$ cat src/rtl/nh_lcd_pkg.sv
// Shared definitions for the 8080-style LCD bus engine: sequencer state encoding,
// bus-beat derivation and tearing-effect synchroniser depth.
package nh_lcd_pkg;

    typedef enum logic [2:0] {
        IDLE      = 3'd0,
        CMD_LOW   = 3'd1,
        CMD_HIGH  = 3'd2,
        TE_WAIT   = 3'd3,
        PIX_FETCH = 3'd4,
        PIX_LOW   = 3'd5,
        PIX_HIGH  = 3'd6
    } lcd_state_t;

    localparam int TE_SYNC_DEPTH = 2;

    // Number of bus beats needed to carry one pixel word.
    function automatic int calc_beats(input int pix_w, input int bus_w);
        return (pix_w + bus_w - 1) / bus_w;
    endfunction

endpackage

$ cat src/rtl/nh_lcd_strobe_timer.sv
// Two-phase strobe timer: a low phase of low_cnt+1 cycles followed by a high phase
// of high_cnt+1 cycles; each count is sampled when its phase begins.
module nh_lcd_strobe_timer #(
    parameter int TIMER_WIDTH = 4
) (
    input  logic                   clk,
    input  logic                   rst,
    input  logic                   start,
    input  logic [TIMER_WIDTH-1:0] low_cnt,
    input  logic [TIMER_WIDTH-1:0] high_cnt,
    output logic                   phase_high,
    output logic                   phase_done
);

    logic                   running_q;
    logic [TIMER_WIDTH-1:0] cnt_q;

    assign phase_done = running_q && (cnt_q == '0);

    always_ff @(posedge clk) begin
        if (rst) begin
            running_q  <= 1'b0;
            phase_high <= 1'b0;
        end else if (start) begin
            running_q  <= 1'b1;
            phase_high <= 1'b0;
        end else if (phase_done) begin
            if (!phase_high) begin
                phase_high <= 1'b1;
            end else begin
                running_q  <= 1'b0;
                phase_high <= 1'b0;
            end
        end
    end

    // A start pulse restarts immediately, so back-to-back beats need no gap cycle.
    always_ff @(posedge clk) begin
        if (start) begin
            cnt_q <= low_cnt;
        end else if (phase_done && !phase_high) begin
            cnt_q <= high_cnt;
        end else if (running_q && cnt_q != '0) begin
            cnt_q <= cnt_q - 1'b1;
        end
    end

endmodule

$ cat src/rtl/nh_lcd_bus_engine.sv
// 8080-style parallel LCD bus sequencer: single command/parameter beats, and
// TE-gated pixel frames with each pixel split MSB-first into bus beats.
module nh_lcd_bus_engine
    import nh_lcd_pkg::*;
#(
    parameter int BUS_WIDTH   = 8,
    parameter int PIXEL_WIDTH = 24,
    parameter int TIMER_WIDTH = 4
) (
    input  logic                   clk,
    input  logic                   rst,
    input  logic                   i_enable,
    input  logic [TIMER_WIDTH-1:0] i_strb_low,
    input  logic [TIMER_WIDTH-1:0] i_strb_high,
    input  logic                   i_cmd_stb,
    input  logic                   i_cmd_read,
    input  logic                   i_cmd_parameter,
    input  logic [BUS_WIDTH-1:0]   i_cmd_data,
    output logic [BUS_WIDTH-1:0]   o_cmd_data,
    output logic                   o_cmd_busy,
    output logic                   o_cmd_finished,
    input  logic                   i_start_frame,
    input  logic [31:0]            i_num_pixels,
    input  logic                   i_enable_tearing,
    input  logic                   i_tearing_effect,
    input  logic                   i_pix_valid,
    output logic                   o_pix_ready,
    input  logic [PIXEL_WIDTH-1:0] i_pix_data,
    output logic                   o_frame_busy,
    output logic                   o_frame_done,
    output logic                   o_register_data_sel,
    output logic                   o_write_n,
    output logic                   o_read_n,
    output logic                   o_read_en,
    output logic [BUS_WIDTH-1:0]   o_data,
    input  logic [BUS_WIDTH-1:0]   i_data
);

    localparam int BEATS = calc_beats(PIXEL_WIDTH, BUS_WIDTH);
    localparam int PAD_W = BEATS * BUS_WIDTH;
    localparam int IDX_W = (BEATS > 1) ? $clog2(BEATS) : 1;

    lcd_state_t state_q, state_d;

    logic [TE_SYNC_DEPTH-1:0] te_sync_p0;
    logic                     te_sync_p1;
    logic                     te_rise;

    logic             timer_start, phase_high, phase_done, low_done, high_done;
    logic             accept_cmd, accept_frame, pix_take, beat_next, pix_end, frame_end;
    logic             capture_rd, stop_req, last_beat, last_pixel;
    logic             cmd_read_q, cmd_param_q, abort_q;
    logic             frame_busy_q, frame_done_q;
    logic [PAD_W-1:0] pix_q;
    logic [IDX_W-1:0] beat_idx_q;
    logic [31:0]      pix_cnt_q;

    // Beat idx of a zero-padded pixel, counted from the most significant end.
    function automatic logic [BUS_WIDTH-1:0] beat_slice(input logic [PAD_W-1:0] pad,
                                                       input logic [IDX_W-1:0] idx);
        return BUS_WIDTH'(pad >> ((BEATS - 1 - int'(idx)) * BUS_WIDTH));
    endfunction

    nh_lcd_strobe_timer #(
        .TIMER_WIDTH(TIMER_WIDTH)
    ) u_timer (
        .clk       (clk),
        .rst       (rst),
        .start     (timer_start),
        .low_cnt   (i_strb_low),
        .high_cnt  (i_strb_high),
        .phase_high(phase_high),
        .phase_done(phase_done)
    );

    assign low_done   = phase_done && !phase_high;
    assign high_done  = phase_done && phase_high;
    assign stop_req   = abort_q || !i_enable;
    assign last_beat  = (beat_idx_q == IDX_W'(BEATS - 1));
    assign last_pixel = (pix_cnt_q == 32'd1);
    assign capture_rd = (state_q == CMD_LOW) && cmd_read_q && low_done;

    // TE pin synchroniser stage, followed by rising-edge detect
    always_ff @(posedge clk) begin
        if (rst) begin
            te_sync_p0 <= '0;
            te_sync_p1 <= 1'b0;
        end else begin
            te_sync_p0 <= {te_sync_p0[TE_SYNC_DEPTH-2:0], i_tearing_effect};
            te_sync_p1 <= te_sync_p0[TE_SYNC_DEPTH-1];
        end
    end

    assign te_rise = te_sync_p0[TE_SYNC_DEPTH-1] && !te_sync_p1;

    always_ff @(posedge clk) begin
        if (rst) state_q <= IDLE;
        else     state_q <= state_d;
    end

    always_comb begin
        state_d             = state_q;
        timer_start         = 1'b0;
        accept_cmd          = 1'b0;
        accept_frame        = 1'b0;
        pix_take            = 1'b0;
        beat_next           = 1'b0;
        pix_end             = 1'b0;
        frame_end           = 1'b0;
        o_write_n           = 1'b1;
        o_read_n            = 1'b1;
        o_read_en           = 1'b0;
        o_register_data_sel = 1'b1;
        o_cmd_busy          = 1'b0;
        o_cmd_finished      = 1'b0;
        o_pix_ready         = 1'b0;
        unique case (state_q)
            IDLE: begin
                if (i_enable && i_cmd_stb) begin
                    accept_cmd  = 1'b1;
                    timer_start = 1'b1;
                    state_d     = CMD_LOW;
                end else if (i_enable && i_start_frame) begin
                    accept_frame = 1'b1;
                    if (i_num_pixels == '0) state_d = IDLE;
                    else if (i_enable_tearing) state_d = TE_WAIT;
                    else state_d = PIX_FETCH;
                end
            end
            CMD_LOW: begin
                o_cmd_busy          = 1'b1;
                o_register_data_sel = cmd_param_q;
                o_write_n           = cmd_read_q;
                o_read_n            = !cmd_read_q;
                o_read_en           = !cmd_read_q;
                if (low_done) state_d = CMD_HIGH;
            end
            CMD_HIGH: begin
                o_cmd_busy          = 1'b1;
                o_register_data_sel = cmd_param_q;
                o_read_en           = !cmd_read_q;
                if (high_done) begin
                    o_cmd_finished = !stop_req;
                    state_d        = IDLE;
                end
            end
            TE_WAIT: begin
                if (!i_enable) state_d = IDLE;
                else if (te_rise) state_d = PIX_FETCH;
            end
            PIX_FETCH: begin
                o_pix_ready = i_pix_valid && i_enable;
                if (!i_enable) begin
                    state_d = IDLE;
                end else if (i_pix_valid) begin
                    pix_take    = 1'b1;
                    timer_start = 1'b1;
                    state_d     = PIX_LOW;
                end
            end
            PIX_LOW: begin
                o_write_n = 1'b0;
                o_read_en = 1'b1;
                if (low_done) state_d = PIX_HIGH;
            end
            PIX_HIGH: begin
                o_read_en = 1'b1;
                // A disable is honoured only at a beat boundary so the bus hold time is kept.
                if (high_done) begin
                    if (stop_req) begin
                        state_d = IDLE;
                    end else if (!last_beat) begin
                        beat_next   = 1'b1;
                        timer_start = 1'b1;
                        state_d     = PIX_LOW;
                    end else begin
                        pix_end = 1'b1;
                        if (last_pixel) begin
                            frame_end = 1'b1;
                            state_d   = IDLE;
                        end else begin
                            state_d = PIX_FETCH;
                        end
                    end
                end
            end
            default: state_d = IDLE;
        endcase
    end

    always_ff @(posedge clk) begin
        if (rst) begin
            o_data       <= '0;
            o_cmd_data   <= '0;
            frame_busy_q <= 1'b0;
            frame_done_q <= 1'b0;
            abort_q      <= 1'b0;
        end else begin
            frame_busy_q <= accept_frame || (state_d inside {TE_WAIT, PIX_FETCH, PIX_LOW, PIX_HIGH});
            frame_done_q <= (accept_frame && i_num_pixels == '0) || frame_end;
            abort_q      <= (state_d != IDLE) && (abort_q || !i_enable);
            if (accept_cmd)     o_data <= i_cmd_data;
            else if (pix_take)  o_data <= beat_slice(PAD_W'(i_pix_data), '0);
            else if (beat_next) o_data <= beat_slice(pix_q, beat_idx_q + 1'b1);
            if (capture_rd)     o_cmd_data <= i_data;
        end
    end

    always_ff @(posedge clk) begin
        if (accept_cmd) begin
            cmd_read_q  <= i_cmd_read;
            cmd_param_q <= i_cmd_parameter;
        end
        if (accept_frame)  pix_cnt_q <= i_num_pixels;
        else if (pix_end)  pix_cnt_q <= pix_cnt_q - 32'd1;
        if (pix_take) begin
            pix_q      <= PAD_W'(i_pix_data);
            beat_idx_q <= '0;
        end else if (beat_next) begin
            beat_idx_q <= beat_idx_q + 1'b1;
        end
    end

    assign o_frame_busy = frame_busy_q;
    assign o_frame_done = frame_done_q;

endmodule

$ cat config.mk
export PLATFORM = sky130hd
export DESIGN_NAME = nh_lcd_bus_engine
export DESIGN_NICKNAME = d
export VERILOG_FILES = /design/src/rtl/nh_lcd_pkg.sv /design/src/rtl/nh_lcd_strobe_timer.sv /design/src/rtl/nh_lcd_bus_engine.sv
export SDC_FILE = /design/constraint.sdc
export NUM_CORES = 1
export LEC_CHECK = 0
export BUFFER_PORTS_ARGS = -buffer_cell sky130_fd_sc_hd__buf_2
export CORE_ASPECT_RATIO = 1.25
export CORE_MARGIN = 2
export CORE_UTILIZATION = 48
export DETAILED_ROUTE_END_ITERATION = 8
export PLACE_DENSITY_LB_ADDON = 0.08
export RECOVER_POWER = 50
export SYNTH_ARGS = -nofsm -noshare
export SYNTH_HDL_FRONTEND = slang
export SYNTH_SLANG_ARGS = --single-unit
$ cat constraint.sdc
create_clock -name clk -period 3.8 [get_ports clk]
set_input_delay 0.57 -clock clk [delete_from_list [all_inputs] [get_ports clk]]
set_output_delay 0.57 -clock clk [all_outputs]
set_load 0.02 [all_outputs]
# --- Yosys cells after proc, flatten, opt, wreduce, memory -nomap -nowiden ---
# Index checks and enable logic that the tools add are counted.
# W data, S select, Z words.
classes:
  n_reduce_logical: 35
  n_lt_le_gt_ge: 0
  addsub: 4
  bitwise: 0
  n_eq_ne: 12
  mul: 0
  n_mux: 58
  div_mod_pow: 0
  shifts: 1
op_table:
  columns: ["cell", "count"]
  rows:
  - ["$mux W32", 2]
  - ["$mux W3", 15]
  - ["$eq A32 B1 Y1 const B", 1]
  - ["$logic_not A32 Y1", 1]
  - ["$shr A24 B32 Y8", 1]
  - ["$sub A32 B1 Y32 const B", 1]
  - ["$mux W1", 31]
  - ["$mux W8", 3]
  - ["$pmux W3 S7", 1]
  - ["$eq A3 B3 Y1 const B", 6]
  - ["$logic_and A1 B1 Y1", 12]
  - ["$mux W4", 3]
  - ["$eq A3 B2 Y1 const B", 3]
  - ["$reduce_bool A3 Y1", 3]
  - ["$reduce_bool A4 Y1", 2]
  - ["$reduce_bool A2 Y1", 3]
  - ["$reduce_or A2 Y1", 3]
  - ["$logic_not A1 Y1", 5]
  - ["$logic_not A4 Y1", 1]
  - ["$pmux W1 S2", 2]
  - ["$sub A4 B1 Y4 const B", 1]
  - ["$eq A3 B1 Y1 const B", 1]
  - ["$logic_not A3 Y1", 1]
  - ["$logic_or A1 B1 Y1", 3]
  - ["other kinds (5)", 5]
totals:
  reg_bits: 91
  memories: 0
  output_inout_bits: 25
  elab_cells: 126
  inputBits: 90
  latchBits: 0
  rom_bits: 0
  mem_bits_rw: 0

# --- Logic depth before layout (Yosys ltp) ---
logic_depth:
  word_depth: 9
  depth_mapped: 11
  ltp_nobuf: 8

# --- Modules after synthesis ---
# A second synthesis with hierarchy kept.
hier_totals:
  cells_unflattened: 446
  area_unflattened_um2: 4510.6
by_module_without_submodules:
  columns: ["mod", "area_per_inst_um2", "cells_each", "instances", "seq_area_each_um2"]
  rows:
  - ["nh_lcd_bus_engine", 4113.9, 408, 1, 2282.2]
  - ["nh_lcd_strobe_timer", 396.6, 38, 1, 160.2]

# --- Least setup slack after synthesis ---
# Ideal clock, no wire load.
synth_path:
  kind: "reg2reg"
  from: "register u_timer.cnt_q[0]"
  to: "register pix_cnt_q[0] (enable)"
  slack_ps: -47
  setup_ps: 466
  stages_incl_launch_ff: 6
  arrival_time_ps: 3381
  period_less_slack_ps: 3847
  n_path_buf: 0
  required_ps: 3334
  path_cell_list: "edfxtp_1 > inv_1 > ha_1 > and4bb_2 > nand4_1 > o21ai_0"
synth_between:
  elab_chain_len: 6
synth_rtl:
  columns: ["item", "line", "text"]
  rows:
  - ["from (decl)", "nh_lcd_strobe_timer.sv:16", "logic [TIMER_WIDTH-1:0] cnt_q;"]
  - ["from (signal assigned)", "nh_lcd_strobe_timer.sv:40", "cnt_q <= low_cnt;"]
  - ["from (signal assigned)", "nh_lcd_strobe_timer.sv:42", "cnt_q <= high_cnt;"]
  - ["from (signal assigned)", "nh_lcd_strobe_timer.sv:44", "cnt_q <= cnt_q - 1'b1;"]
  - ["$logic_not A4 Y1", "nh_lcd_strobe_timer.sv:18", "assign phase_done = running_q && (cnt_q == '0);"]
  - ["$logic_and A1 B1 Y1", "nh_lcd_strobe_timer.sv:18", null]
  - ["$logic_and A1 B1 Y1", "nh_lcd_bus_engine.sv:77", "assign high_done = phase_done && phase_high;"]
  - ["$mux W1", "nh_lcd_bus_engine.sv:169", "if (high_done) begin"]
  - ["$mux W1", "nh_lcd_bus_engine.sv:117", "unique case (state_q)"]
  - ["$reduce_bool A2 Y1 (no line)", null, null]
  - ["to (signal assigned)", "nh_lcd_bus_engine.sv:214", "if (accept_frame) pix_cnt_q <= i_num_pixels;"]
  - ["to (signal assigned)", "nh_lcd_bus_engine.sv:215", "else if (pix_end) pix_cnt_q <= pix_cnt_q - 32'd1;"]
  - ["to (decl)", "nh_lcd_bus_engine.sv:56", "logic [31:0] pix_cnt_q;"]
# Every way passes these cells.
# A chain may end at the register's enable or synchronous reset.

# --- Worst setup path after layout ---
layout_path:
  from: "register state_q[2]"
  to: "register frame_done_q (netlist: o_frame_done)"
layout_between:
  elab_chain_len: 4
  elab_cells_between_ends: 6
  classes_between: "eq/ne: 1; mux: 2; reduce/logical: 3"
layout_rtl:
  columns: ["item", "line", "text"]
  rows:
  - ["from (decl)", "nh_lcd_bus_engine.sv:43", "lcd_state_t state_q, state_d;"]
  - ["from (signal assigned)", "nh_lcd_bus_engine.sv:98", "else state_q <= state_d;"]
  - ["$logic_not A3 Y1", "nh_lcd_bus_engine.sv:117", null]
  - ["$mux W1", "nh_lcd_bus_engine.sv:117", null]
  - ["$logic_and A1 B1 Y1", "nh_lcd_bus_engine.sv:200", "frame_done_q <= (accept_frame && i_num_pixels == '0) || frame_end;"]
  - ["$logic_or A1 B1 Y1 (*)", "nh_lcd_bus_engine.sv:200", null]
  - ["to (signal assigned)", "nh_lcd_bus_engine.sv:200", null]
  - ["to (decl)", "nh_lcd_bus_engine.sv:53", "logic frame_busy_q, frame_done_q;"]
# Every way passes the cells marked *; elsewhere a longest branch is shown, timed or not.

==> key figures <==
STA
  – Final min period: 2.87 ns
  – RSZ-0062 raised after global routing: no
  – Final setup fails: 0
  – Tightest Pin Transition: 1.01 ns
  – Smallest hold slack: around 0.41 ns
  – Fmax: 0.349 GHz
  – Normalized max-slew margin: 0.326
  – Fin crit share: 0.755
  – Pins Over Slew Limit: 0
  – Worst Setup Slack, final: 0.931 ns
  – Clock skew after layout: 0.00631 ns
  – Hold violation total from the final report: 0
  – Setup TNS: 0 ns

Cells and area
  – Cell Count, Final, Fillers Out: 678
  – Multi-input gate area: 0.00195 sq mm
  – Area Growth Syn to Fin: 19.8%
  – Net count, final: 645
  – Fill cells: 856
  – Ant. Diodes: 0
  – Register area: 0.00244 sq mm
  – Share of post-route cells with drive strength above 1: 0.209
  – Fin area: ~0.0054 sq mm

Placement
  – Area post-placement: 0.00518 sq mm
  – I/O Buffers: 114
  – GPL Wtd Cong: 0.824
  – Pre-CTS setup slack: 0.964 ns
  – Placed insts: 662
  – Post-DP HPWL: 7630 um

Clocking
  – CTS tree: yes
  – Setup Buffers After CTS: 0
  – Clock slew at reported path FFs: 0.06 ns
  – Worst-Skew Late Latency: 0.33 ns
  – Clock Tree Root: clkbuf_16
  – Clock Sinks: 91
  – CTS buffer count: 9
  – CTS resizes: 0
  – Maximum clock insertion buffer count: 2
  – CTS H-Tree Depth: 3
  – CTS Hold Bufs: 0

Logic synthesis
  – Synth warn: 0
  – Yosys reg bits: between 90 and 100
  – Post-synth EDFFs: 62
  – Net count after synthesis: 537
  – Ranking of synthesized cells by area: edfxtp_1 (41%), dfxtp_1 (13%), nor2_1 (6.1%)
  – Synthesized area per cell: 10.2 sq um
  – Cells after synthesis: 442
  – Prevailing post-synth register cell: edfxtp_1
  – Distinct cell type count after synthesis: 48
  – Post-synth top cells: nor2_1 (74), edfxtp_1 (62), a21oi_1 (31)
  – Ys async rst share: 0
  – Sequential share of the synthesized area: 0.540
  – Top cell type by total area after synthesis: edfxtp_1
  – Count leader, synth: nor2_1
  – Top cell type's share of synthesized area: 0.412
  – Cell area after synthesis: 0.00452 sq mm

Die
  – Die ar.: 0.0102 sq mm
  – Num rows: 39
  – Die Y-Extent: 113 um
  – I/O pin count: 115
  – Die W: approximately 91 um
  – Core Area: 0.00917 sq mm
  – Initial Utilization: 0.493

Drt
  – TritonRoute pass-1 iters: 4
  – Post-route DRC: 0
  – Drt initial violations: 190
  – Via count: 3,680
  – Total Wirelength: 10,100 um
  – Antenna-violating nets left: 0
  – DR WL/cell: 14.9 um
  – Number of vias per cell: ~5.4

Setup path
  – R2r startpoint: state_q[2]
  – R2R setup slack: just over 0.9 ns
  – Crit Path Class: flop to flop
  – Crit-path max FO: between 50 and 60
  – Worst Path Required: 3.98 ns
  – Critical path data arrival time: 3.05 ns
  – Critical Path Source Type: flop
  – CP endpoint kind: flop
  – CP startpoint: state_q[2]

Run
  – Max cap viols: 0

GRT
  – Overflow after GRT: 0
  – Initial antenna violation count: 0
  – First-pass GRT wire length: 17,100 um
  – Vias in the first global route: between 3,000 and 4,000
  – Gr usage total: 0.209
  – Pin count of the biggest net entering global routing: 52

Pwr
  – Switching share of power: 0.229
  – Internal power: 1700 uW
  – Flop pwr share: 0.513
  – Leakage: approximately 0.0020 uW
  – Maximum vdd drop: 0.000299 V
  – Net Sw Power: 503 uW
  – Logic pwr share: 0.099
  – Clock share of power: 0.388
  – Pwr dens: 406 mW/mm^2

Outcome
  – Outcome: completed

Hold path
  – HP Start: i_pix_data[7]
  – Worst hold path type: primary input to flop
[cell usage in the layout, fill, tap and decap left out, types with 2 or more instances in the layout]
| cell type | count |
|---|---|
| a211o_1 | 5 |
| a211oi_1 | 2 |
| a21oi_1 | 31 |
| a22oi_1 | 5 |
| a31oi_1 | 5 |
| buf_2 | 84 |
| buf_4 | 3 |
| clkbuf_1 | 31 |
| clkbuf_16 | 9 |
| clkinv_2 | 3 |
| dfxtp_1 | 29 |
| edfxtp_1 | 62 |
| ha_1 | 5 |
| inv_1 | 8 |
| mux2_2 | 5 |
| mux2i_1 | 11 |
| nand2_1 | 30 |
| nand2b_1 | 6 |
| nand3_1 | 9 |
| nand4_1 | 6 |
| nand4b_1 | 3 |
| nor2_1 | 74 |
| nor2b_1 | 9 |
| nor3_1 | 13 |
| nor3b_1 | 5 |
| nor4_1 | 17 |
| o2111ai_1 | 5 |
| o21ai_0 | 18 |
| o22ai_1 | 3 |
| o31ai_1 | 2 |
| or2_2 | 2 |
| or3_1 | 2 |
| or4_1 | 3 |
| xnor2_1 | 21 |
| xor2_1 | 8 |
[metal layers]
metal	GRT usage	up-vias	routed length, um
li1	-	1833	-
met1	0.250	1707	4300
met2	0.353	124	4960
met3	0.0631	16	634
met4	0.0879	0	230
met5	0	-	0
[logic make-up (layout without fill, tap and decap cells)]
family | count (synthesis) | in the layout | synth area share
muxes | 16 | 16 | 0.0368
buffers and inverters | 29 | 142 | 0.0293
and+or+nand+nor | 189 | 189 | 0.212
xor gates and xnor gates | 29 | 29 | 0.0562
AOI/OAI and AO/OA | 83 | 83 | 0.112
DFF | 91 | 91 | 0.540
adders and majority gates | 5 | 5 | 0.0138
[worst paths after layout]
check,cells past startpoint,to
worst max-delay path,7,o_frame_done
worst min-delay path,1,pix_q[7]
worst max register to register,7,o_frame_done
worst min register to register,1,te_sync_p0[1]
[power groups by stage]
stage               Clock (uW)  Sequential, uW  Combinational, uW
global placement             0            1150                220
global route               928            1130                248
finish                     853            1130                219
CTS                        874            1130                225
floorplan                    0            1150                125
detailed placement           0            1150                225
[through the flow]
| stage | total power [uW] | utilization |
|---|---|---|
| after global placement | 1370 | 0.564 |
| after global routing | 2310 | 0.591 |
| after detailed placement | 1370 | 0.564 |
| after CTS | 2230 | 0.595 |
| after floorplan | 1280 | - |
| final | 2200 | 0.591 |
[state kept, by name, indices dropped and copies added (netlist names)]
signal,cells
te_sync_p0,2
cmd_read_q,1
cmd_param_q,1
o_data,8
u_timer.running_q,1
beat_idx_q,2
u_timer.cnt_q,4
u_timer.phase_high,1
pix_q,24
pix_cnt_q,32
abort_q,1
o_cmd_data,8
te_sync_p1,1
o_frame_busy,1
o_frame_done,1
state_q,3
[final cells by class]
class,instances,area share
repair buffers,118,0.103
clock buffers,10,0.0423
flip-flops and latches,91,0.451
inverters,8,0.00554
well taps,123,0.0284
multi-input cells,322,0.359
clock inverters,6,0.0104
[worst max-delay path, stage by stage, from the launching register on]
cell      delay (ns)
dfxtp_1         0.49
nor2b_1         0.13
nand3_1         0.11
or2_0           0.78
clkbuf_2        0.84
nor3_1          0.15
a21oi_1         0.15
nor2_1          0.05
(Power assumes the default switching activity.)
